==> config.mk <==
export PLATFORM = sky130hd
export DESIGN_NAME = elevator_controller
export DESIGN_NICKNAME = d
export VERILOG_FILES = /design/src/rtl/elevator_pkg.sv /design/src/rtl/elevator_controller_travel_timer.sv /design/src/rtl/elevator_controller.sv
export SDC_FILE = /design/constraint.sdc
export NUM_CORES = 1
export LEC_CHECK = 0
export CORE_ASPECT_RATIO = 1.5
export CORE_UTILIZATION = 40
export DETAILED_ROUTE_END_ITERATION = 7
export PLACE_DENSITY = 0.56
export REMOVE_ABC_BUFFERS = 1
export SLEW_MARGIN = 20
export SYNTH_ARGS = -nofsm -noshare
export SYNTH_HDL_FRONTEND = slang
export SYNTH_SLANG_ARGS = --single-unit
==> constraint.sdc <==
create_clock -name clk -period 5.1 [get_ports clk]
set_clock_uncertainty 0.2 [all_clocks]
set_input_delay 1.02 -clock clk [delete_from_list [all_inputs] [get_ports clk]]
set_output_delay 1.02 -clock clk [all_outputs]
set_load 0.005 [all_outputs]
==> src/rtl/elevator_pkg.sv <==
// Shared definitions for the three-floor elevator: floor labels, controller
// states and default timing.
package elevator_pkg;

    localparam logic [1:0] LABEL_F1 = 2'b00;
    localparam logic [1:0] LABEL_F2 = 2'b01;
    localparam logic [1:0] LABEL_F3 = 2'b10;

    localparam int DEFAULT_TRAVEL_CYCLES = 50;
    localparam int DEFAULT_DOOR_CYCLES   = 100;

    typedef enum logic [1:0] {
        IDLE,
        MOVE_UP,
        MOVE_DOWN,
        DOOR
    } state_e;

    function automatic int max_int(input int a, input int b);
        return (a > b) ? a : b;
    endfunction

    // Floor index 0..2 selects the call lamp; index 3 never occurs and reads as no request.
    function automatic logic req_at(input logic [2:0] r, input logic [1:0] idx);
        case (idx)
            2'd0:    return r[0];
            2'd1:    return r[1];
            2'd2:    return r[2];
            default: return 1'b0;
        endcase
    endfunction

endpackage

==> src/rtl/elevator_controller_travel_timer.sv <==
// Loadable down-counter shared by travel and door timing; holds at zero,
// where it reports expired.
module travel_timer #(
    parameter int WIDTH = 7
) (
    input  logic             clk,
    input  logic             rst,
    input  logic             load,
    input  logic [WIDTH-1:0] value,
    output logic             expired
);

    logic [WIDTH-1:0] count_q;
    logic [WIDTH-1:0] count_d;

    always_comb begin
        count_d = count_q;
        if (load) begin
            count_d = value;
        end else if (count_q != '0) begin
            count_d = count_q - 1'b1;
        end
    end

    always_ff @(posedge clk) begin
        if (rst) begin
            count_q <= '0;
        end else begin
            count_q <= count_d;
        end
    end

    assign expired = (count_q == '0);

endmodule

==> src/rtl/elevator_controller.sv <==
// Floor-sequencing FSM for the three-floor car: picks travel direction, stop
// floors and door hold time from the latched call lamps.
module elevator_controller
    import elevator_pkg::*;
#(
    parameter logic [1:0] labelF1       = LABEL_F1,
    parameter logic [1:0] labelF2       = LABEL_F2,
    parameter logic [1:0] labelF3       = LABEL_F3,
    parameter int         TRAVEL_CYCLES = DEFAULT_TRAVEL_CYCLES,
    parameter int         DOOR_CYCLES   = DEFAULT_DOOR_CYCLES
) (
    input  logic       clk,
    input  logic       rst,
    input  logic [2:0] req,
    output logic [1:0] floor,
    output logic       move_handler,
    output logic       dir_up,
    output logic       door_open
);

    localparam int CNT_W = $clog2(max_int(TRAVEL_CYCLES, DOOR_CYCLES));
    localparam logic [CNT_W-1:0] TRAVEL_LOAD = CNT_W'(TRAVEL_CYCLES - 1);
    localparam logic [CNT_W-1:0] DOOR_LOAD   = CNT_W'(DOOR_CYCLES - 1);

    state_e     state_q, state_d;
    logic [1:0] floor_idx_q, floor_idx_d;
    logic       dir_up_q, dir_up_d;
    logic       move_q, move_d;
    logic       door_q, door_d;

    logic             timer_load;
    logic [CNT_W-1:0] timer_value;
    logic             timer_expired;

    logic       req_here;
    logic       req_above;
    logic       req_below;
    logic [1:0] next_idx;
    logic       req_next;
    logic       req_beyond;

    travel_timer #(
        .WIDTH(CNT_W)
    ) u_timer (
        .clk    (clk),
        .rst    (rst),
        .load   (timer_load),
        .value  (timer_value),
        .expired(timer_expired)
    );

    // Request geometry relative to the current floor and to the floor the car is heading for.
    always_comb begin
        req_here   = req_at(req, floor_idx_q);
        req_above  = 1'b0;
        req_below  = 1'b0;
        next_idx   = floor_idx_q;
        req_beyond = 1'b0;
        case (floor_idx_q)
            2'd0:    req_above = req[1] | req[2];
            2'd1: begin
                req_above = req[2];
                req_below = req[0];
            end
            default: req_below = req[0] | req[1];
        endcase
        if (state_q == MOVE_UP) begin
            next_idx   = (floor_idx_q >= 2'd2) ? 2'd2 : floor_idx_q + 2'd1;
            req_beyond = (next_idx == 2'd1) & req[2];
        end else if (state_q == MOVE_DOWN) begin
            next_idx   = (floor_idx_q == 2'd0) ? 2'd0 : floor_idx_q - 2'd1;
            req_beyond = (next_idx == 2'd1) & req[0];
        end
        req_next = req_at(req, next_idx);
    end

    always_comb begin
        state_d     = state_q;
        floor_idx_d = floor_idx_q;
        dir_up_d    = dir_up_q;
        timer_load  = 1'b0;
        timer_value = TRAVEL_LOAD;
        case (state_q)
            IDLE: begin
                if (req_here) begin
                    state_d     = DOOR;
                    timer_load  = 1'b1;
                    timer_value = DOOR_LOAD;
                end else if (dir_up_q && req_above) begin
                    state_d    = MOVE_UP;
                    timer_load = 1'b1;
                end else if (req_below) begin
                    state_d    = MOVE_DOWN;
                    dir_up_d   = 1'b0;
                    timer_load = 1'b1;
                end else if (req_above) begin
                    state_d    = MOVE_UP;
                    dir_up_d   = 1'b1;
                    timer_load = 1'b1;
                end
            end
            MOVE_UP, MOVE_DOWN: begin
                if (timer_expired) begin
                    floor_idx_d = next_idx;
                    if (req_next) begin
                        state_d     = DOOR;
                        timer_load  = 1'b1;
                        timer_value = DOOR_LOAD;
                    end else if (req_beyond) begin
                        timer_load = 1'b1;
                    end else begin
                        state_d = IDLE;
                    end
                end
            end
            default: begin
                // A fresh press at this floor keeps the door open, even on the last cycle.
                if (req_here) begin
                    timer_load  = 1'b1;
                    timer_value = DOOR_LOAD;
                end else if (timer_expired) begin
                    state_d = IDLE;
                end
            end
        endcase
        move_d = (state_d == MOVE_UP) || (state_d == MOVE_DOWN);
        door_d = (state_d == DOOR);
    end

    always_ff @(posedge clk) begin
        if (rst) begin
            state_q     <= IDLE;
            floor_idx_q <= 2'd0;
            dir_up_q    <= 1'b1;
            move_q      <= 1'b0;
            door_q      <= 1'b0;
        end else begin
            state_q     <= state_d;
            floor_idx_q <= floor_idx_d;
            dir_up_q    <= dir_up_d;
            move_q      <= move_d;
            door_q      <= door_d;
        end
    end

    always_comb begin
        case (floor_idx_q)
            2'd0:    floor = labelF1;
            2'd1:    floor = labelF2;
            default: floor = labelF3;
        endcase
    end

    assign move_handler = move_q;
    assign door_open    = door_q;
    assign dir_up       = dir_up_q;

endmodule

# After elaboration in Yosys (flattened, before gate mapping)

Cells that the tools add are included.

Equality and inequality tests: 11
Multiplexer cells: 38
Bitwise operators: 6
Magnitude comparators: 1
Reduce and logical (&&, ||, !) cells: 12
$add $sub $neg: 3

Operator list:

| operator                                                               | number |
|---|---|
| 7-bit 2-to-1 mux                                                       | 6 |
| 2-bit 2-to-1 mux                                                       | 13 |
| 2-bit by 1-bit equality test with 1-bit output (second input constant) | 6 |
| 1-bit 2-to-1 mux                                                       | 12 |
| 2-bit equality test (second input constant)                            | 5 |
| 2-bit case mux with 2 select lines                                     | 2 |
| 7-bit zero test                                                        | 1 |
| 7-bit nonzero test                                                     | 1 |
| 7-bit by 1-bit subtractor with 7-bit output (second input constant)    | 1 |
| 2-bit zero test                                                        | 3 |
| 1-bit case mux with 2 select lines                                     | 3 |
| 1-bit case mux with 3 select lines                                     | 2 |
| 4-bit AND reduction                                                    | 1 |
| 2-bit nonzero test                                                     | 2 |
| 2-bit by 1-bit adder with 2-bit output (second input constant)         | 1 |
| 1-bit AND                                                              | 2 |
| 2-bit >= comparator (second input constant)                            | 1 |
| 1-bit NOT                                                              | 2 |
| 1-bit bitwise OR                                                       | 2 |
| 2-bit AND reduction                                                    | 1 |
| 2-bit OR reduction                                                     | 1 |
| 2-bit by 1-bit subtractor with 2-bit output (second input constant)    | 1 |
| 1-bit logical AND                                                      | 1 |
| 1-bit logical OR                                                       | 1 |

Input bits: 5
Flip-flop bits (word level): 14
Output and inout port bits: 5
Logic and storage cells: 77

# Longest topological paths before layout

Gate-level depths: netlist of run 1.

Depth after elaboration: 12
Gate-level depth with buffers: 10
Depth with buffers taken out: 9

# Hierarchy

A second synthesis of run 1 with hierarchy kept.

Cell total of the unflattened synthesis: 132
Area total of the unflattened synthesis: 1084.8 um2

By module, submodules not included:

| module              | cells each | area each (um2) | times used |
|---|---|---|---|
| elevator_controller | 85         | 685.7           | 1 |
| travel_timer        | 47         | 399.1           | 1 |

# Least setup slack after synthesis of run 1

No wires, ideal clock.

Kind: input -> register
Start: input port req[2]
End: register move_q (netlist: move_handler)
Data required time: 4.774 ns
Setup slack: 2.148 ns
Path buffers: 1
Arrival: 2.625 ns
Setup time: 0.126 ns
Stages: 7
Path through: clkbuf_1 > or2b_1 > a21oi_1 > a2111oi_4 > o41a_2 > ha_1 > nor2b_1

Word-level cells in the longest chain between the ends: 9
Elaborated cells between the ends (all ways): 19
Those cells by class: eq/ne: 2; mux: 13; bitwise: 2; reduce/logical: 2

RTL lines:

| what                                                                                  | RTL line                   | RTL |
|---|---|---|
| from (decl)                                                                           | elevator_controller.sv:14  | `input logic [2:0] req,` |
| 1-bit bitwise OR                                                                      | elevator_controller.sv:60  | `2'd0: req_above = req[1] \| req[2];` |
| 1-bit case mux with 2 select lines                                                    | elevator_controller.sv:59  | `case (floor_idx_q)` |
| 2-bit 2-to-1 mux                                                                      | elevator_controller.sv:96  | `end else if (req_above) begin` |
| 2-bit 2-to-1 mux                                                                      | elevator_controller.sv:92  | `end else if (req_below) begin` |
| 2-bit 2-to-1 mux                                                                      | elevator_controller.sv:89  | `end else if (dir_up_q && req_above) begin` |
| 2-bit 2-to-1 mux                                                                      | elevator_controller.sv:85  | `if (req_here) begin` |
| 2-bit case mux with 2 select lines *                                                  | elevator_controller.sv:83  | `case (state_q)` |
| net state_d[1]                                                                        | elevator_controller.sv:25  | `state_e state_q, state_d;` |
| 2-bit by 1-bit equality test with 1-bit output or 2-bit equality test (tied branches) | elevator_controller.sv:126 | `move_d = (state_d == MOVE_UP) \|\| (state_d == MOVE_DOWN);` |
| 1-bit logical OR *                                                                    | elevator_controller.sv:126 |  |
| net move_d                                                                            | elevator_controller.sv:28  | `logic move_q, move_d;` |
| to (signal assigned)                                                                  | elevator_controller.sv:141 | `move_q <= move_d;` |
| to (decl)                                                                             | elevator_controller.sv:28  |  |

Mark *: on every way through the listed nets, which the timed path passes. The rest lies on a longest branch.
A chain may end at the register's enable or synchronous reset.

# Worst setup path after layout of run 1

Start: input port req[1]
End: register move_q (netlist: move_handler)

The elaborated chain is that of the path after synthesis.

==> results of run 1 <==
cell type report:
cell class | count | area, µm²
inverter | 9 | 33.8
multi-input combinational | 120 | 858
tap | 39 | 48.8
timing repair buffer | 9 | 90.1
clock buffer | 3 | 41.3
fill | 295 | 1560
sequential | 14 | 280
stage by stage:
stage | cells | worst slack, ps | instance area (µm²) | utilization | hold WS, ps
2_1_floorplan | 143 | 2240 | 1170 | - | 303
3_3_place_gp | 191 | 1630 | 1310 | 0.450 | 340
3_5_place_dp | 191 | 1570 | 1310 | 0.450 | 347
4_1_cts | 194 | 1820 | 1350 | 0.464 | 359
5_1_grt | 194 | 1640 | 1350 | 0.464 | 422
6_report | 194 | 1820 | 1350 | 0.464 | 355
power by group through the flow:
stage | registers [mW] | logic [mW] | clock network, mW
floorplan | 0.186 | 0.389 | 0
global placement | 0.194 | 0.487 | 0
detailed placement | 0.195 | 0.500 | 0
CTS | 0.192 | 0.504 | 0.0926
global route | 0.199 | 0.561 | 0.0964
finish | 0.192 | 0.501 | 0.0906
critical path: cells and delay by family:
| kind | cells | cell delay (ps) |
|---|---|---|
| AO/OA/AOI/OAI | 3 | 910 |
| buffers and inverters | 1 | 500 |
| AND/OR/NAND/NOR | 2 | 470 |
| adder cells (fa/ha/maj) | 1 | 300 |
cell families after synthesis:
group / synth area share
and+or+nand+nor: 0.273
buffers and inverters: 0.0686
xor gates and xnor gates: 0.0287
adders and majority gates: 0.0614
muxes: 0.0256
AOI/OAI and AO/OA: 0.313
DFF: 0.229
metal layers:
layer | track usage | wire [µm] | vias up
met5 | 0 | 0 | -
li1 | - | - | 564
met2 | 0.327 | 1450 | 22
met3 | 0.0234 | 72 | 11
met1 | 0.239 | 1230 | 524
met4 | 0.0921 | 90 | 0
synth_stat cells (4+ instances only):
| library cell | count |
|---|---|
| dfxtp_1 | 14 |
| nor2_1 | 12 |
| a21oi_1 | 9 |
| inv_1 | 9 |
| nand2_1 | 9 |
| o21ai_0 | 8 |
| a31oi_1 | 6 |
| ha_1 | 6 |
| clkbuf_1 | 5 |
| nand2b_1 | 5 |
| nor2b_1 | 5 |
| o21a_1 | 5 |
| buf_2 | 4 |
| nor3_1 | 4 |
registers in the layout, summed over array words and instances, names as in the netlist:
| signal | cells |
|---|---|
| dir_up | 1 |
| move_handler | 1 |
| floor_idx_q | 2 |
| u_timer.count_q | 7 |
| state_q | 2 |
| door_open | 1 |
final timing paths:
kind,startpoint,to,slack (ps),cells past startpoint
worst min register to register,u_timer.count_q[6],u_timer.count_q[6],350,2
worst min-delay path,u_timer.count_q[6],u_timer.count_q[6],350,2
worst max-delay path,req[1],move_handler,1820,7
worst max register to register,u_timer.count_q[0],move_handler,2300,9
==> metrics.cfg, run 1 <==
[status]
status=finished, final reports clean

[worst_setup_path]
crit_path_cell_trace=clkdlybuf4s50_1, or3_1, a21oi_1, a2111oi_4, o41a_2, ha_1, nor2b_1
required_ps=5020
cp-start-kind=primary input
crit_fanout=7
path_class=primary input to register
slowest_delay_ps=500
crit_path_top_delay_cell=clkdlybuf4s50_1
worstSetupEndpointType=register
crit_arrival_ps=3200

[detailed_routing]
wl_um=2840
avgViaCountPerCell=5.78
ant_nets=0
first_iter_violations=28
route.detailed.drc=0
drt-wirelength-per-cell_um=14.6
vias=1121
dr.pass1.iters=4

[synthesis]
netlist.top_cell.by_area=dfxtp_1
syn_inst=153
ys_ff_latch=14
syn_area_um2=1220
yosysTopAreaCellShare=0.229
yosysWarnings=0
yosysSeqAreaShare=0.229
synth_flop_cell=dfxtp_1
synth.area.top_cells=dfxtp_1, ha_1, a2111oi_4, a21oi_1, nor2_1
synth_edf_count=0
avgSynthCellArea_um2=7.99
synth-async-reset-ratio=0
yosysUniqueCellTypes=53

[clock_tree]
post-cts-setup-buffers=0
clkSlewWorstSetupHoldPaths_ps=60
ctsLongestPathBuffers=2
cts_sinks=14
cts_made_buffers=3
cts_root_buf=clkbuf_8
clkLatencyLatePin_ps=240
cts_hold_buf=0
cts_resized=0
cts_tree=yes
htree_levels=1

[placement]
gp_congestion=0.763
dp_hpwl_um=2230
portBuffers=9

[global_routing]
grt_antenna_before_repair=0
grt_first_pass_wirelength_um=4780
overflow=0
grt_pass1_vias=1092
grt_start_max_net_pins=20
grtUsageTotal=0.198

[finish]
layout-drive-gt1-share=0.103
finalNetCount=168
syn2layout_area_growth_pct=10.6
final_common_cell=dfxtp_1
layout_common_cells=dfxtp_1, nor2_1
diodes=0

[pwr]
internal-power_uw=427
seqPwrFrac=0.245
combinationalPowerShare=0.639
clkPwrFrac=0.116
ir_drop_v=0.000322
p_per_area_nw_per_um2=579
swShare=0.455
p_leak_nw=0.454
power.total_uw=783
p_sw_uw=357

[timing]
rsz0062_at_grt=no
fin_crit_ps=3280
maxSlewHeadroom=0.590
slew_violations=0
fin_tns_setup_ps=0
fmax_mhz=305
setup_viol_count_final=0
finalHoldViolations=0
worstMarginPinSlew_ps=614
fin_crit_sh=0.643

[die]
ios=10
rows=24
die_x_um=47.1
die_area_um2=3290
fp.coreArea_um2=2910
die-height_um=69.7
start_util=0.420

[worst_hold_path]
hp-class=register to register

[job]
max_cap_viol_count=0

Power figures use the tool's default switching activity.
==> run 2: changes to the inputs <==
==> constraint.sdc (replaced) <==
create_clock -name clk -period 3.25 [get_ports clk]
set_clock_uncertainty 0.2 [all_clocks]
set_input_delay 0.65 -clock clk [delete_from_list [all_inputs] [get_ports clk]]
set_output_delay 0.65 -clock clk [all_outputs]
set_load 0.005 [all_outputs]
==> run 2 against run 1 <==
Register-to-register slack worse by 1900 ps. Cell count is 1.5% higher. Power is 61% higher. Cell area is 1.7% higher. Sequential cell count stayed put. Worst setup slack worse by 1500 ps. Largest power group unchanged. Non-clock buffer count is 3 higher. Count of clock-buffer cells in the layout stayed put. First-iteration DRC count is 25% higher. Via count is 2.3% higher. Critical path type unchanged. Wire length is 0.56% higher. Sequential share of layout area is 0.34 points lower. Largest cell class unchanged. Critical endpoint unchanged.
==> metrics.cfg, run 2 (synthesized netlist as in run 1, its figures left out) <==
[finish]
layout_common_cells=dfxtp_1, nor2_1
largest_reg_flops=7  ; unchanged
syn2layout_area_growth_pct=12.5
post-route-cell-area_um2=1380  ; +1.7%
largest_register=u_timer.count_q
top_regs=u_timer.count_q: 7 flops, floor_idx_q: 2 flops, state_q: 2 flops
final_common_cell=dfxtp_1
layout-drive-gt1-share=0.120  ; +0.0170
diodes=0  ; unchanged
finalNetCount=171  ; +1.8%

[die]
fp.coreArea_um2=2910  ; unchanged
die_area_um2=3290  ; unchanged
rows=24  ; unchanged
start_util=0.420  ; unchanged
ios=10  ; unchanged
die_x_um=47.1  ; unchanged
die-height_um=69.7  ; unchanged

[clock_tree]
cts_sinks=14  ; unchanged
cts_made_buffers=3  ; unchanged
post-cts-setup-buffers=0  ; unchanged
cts_tree=yes
clkSlewWorstSetupHoldPaths_ps=50  ; about the same
clkLatencyLatePin_ps=250  ; about the same
cts_root_buf=clkbuf_8
ctsLongestPathBuffers=2  ; unchanged
cts_resized=0  ; unchanged
htree_levels=1  ; unchanged
cts_hold_buf=0  ; unchanged

[job]
max_cap_viol_count=0  ; unchanged

[worst_setup_path]
slowest_delay_ps=570  ; +70 ps
cp_common_cell=a21oi_1
path_class=primary input to register
crit_path_cell_trace=clkdlybuf4s50_1, nand3b_1, a21oi_1, o21ai_0, a21oi_1, o41a_2, ha_1, nor2b_1
required_ps=3180  ; -1840 ps
crit_arrival_ps=2850  ; -350 ps
cp-start-kind=primary input
crit_fanout=10  ; +3
worstSetupEndpointType=register
crit_path_top_delay_cell=clkdlybuf4s50_1

[detailed_routing]
avgViaCountPerCell=5.82  ; +0.76%
wl_um=2850  ; +0.56%
wl_met2_um=1450  ; -0.21%
wl_met3_um=68  ; -5.6%
vias=1147  ; +2.3%
first_iter_violations=35  ; +25%
wl_met1_um=1260  ; +3.0%
route.detailed.drc=0  ; unchanged
ant_nets=0  ; unchanged
dr.pass1.iters=4  ; unchanged
drt-wirelength-per-cell_um=14.5  ; -0.97%
top_layer_used=met4

[global_routing]
grt_start_max_net_pins=20  ; unchanged
grt_pass1_vias=1126  ; +3.1%
overflow=0  ; unchanged
grt_antenna_before_repair=0  ; unchanged
grtUsageTotal=0.207  ; +0.00993
grt_first_pass_wirelength_um=5070  ; +6.1%

[timing]
fin_tns_setup_ps=0  ; unchanged
maxSlewHeadroom=0.573  ; -0.0170
fin_crit_sh=0.899
worstMarginPinSlew_ps=639  ; +25.4 ps
finalHoldViolations=0  ; unchanged
rsz0062_at_grt=no
fmax_mhz=342
fin_crit_ps=2920
setup_viol_count_final=0  ; unchanged
slew_violations=0  ; unchanged
holdWs_ps=346  ; -8.63 ps

[worst_hold_path]
hp-class=register to register

[pwr]
ir_drop_v=0.000491  ; +53%
power.total_mw=1.26  ; +61%
p_leak_nw=0.469  ; +3.3%
p_per_area_nw_per_um2=917  ; +58%

[placement]
portBuffers=9  ; unchanged
gp_congestion=0.769  ; +0.79%
placed_area_um2=1330  ; +1.7%
dp_hpwl_um=2250  ; +0.69%

[status]
status=finished, final reports clean

-- run 2: per-stage QoR --
stage          cells   util  worst slack, ps
4_1_cts          197  0.472              321
2_1_floorplan    143      -              718
6_report         197  0.472              329
3_3_place_gp     194  0.458             96.5
3_5_place_dp     194  0.458             55.0
5_1_grt          197  0.472              199
-- run 2: area by class of cell --
type | count | area [µm²]
Clock buffer | 3 | 41.3
Timing Repair Buffer | 12 | 113
Fill cell | 311 | 1540
Inverter | 9 | 33.8
Multi-Input combinational cell | 120 | 858
Tap cell | 39 | 48.8
Sequential cell | 14 | 280
-- run 2: final timing paths --
kind / from / end / slack, ps / depth (start not counted)
max: req[2] / move_handler / 330 / 8
min: u_timer.count_q[6] / u_timer.count_q[6] / 350 / 2
max reg2reg: u_timer.count_q[0] / move_handler / 440 / 9
min reg2reg: u_timer.count_q[6] / u_timer.count_q[6] / 350 / 2
-- run 2: report_power, final --
part,total [mW],switching (mW),internal (mW)
clock network,0.144,0.0622,0.0822
logic,0.814,0.443,0.372
registers,0.301,0.0650,0.237
total,1.26,0.570,0.690
-- run 2: worst max-delay path, delay by kind of cell --
family                     cells  cell delay [ps]
and+or+nand+nor                2              370
AOI/OAI and AO/OA              4              970
adders and majority gates      1              290
buffers and inverters          1              570
-- run 2: layer usage --
| metal | up-vias | GRT usage |
|---|---|---|
| met5 | - | 0 |
| met4 | 0 | 0.0794 |
| met3 | 8 | 0.0313 |
| met2 | 23 | 0.336 |
| met1 | 541 | 0.264 |
| li1 | 575 | - |
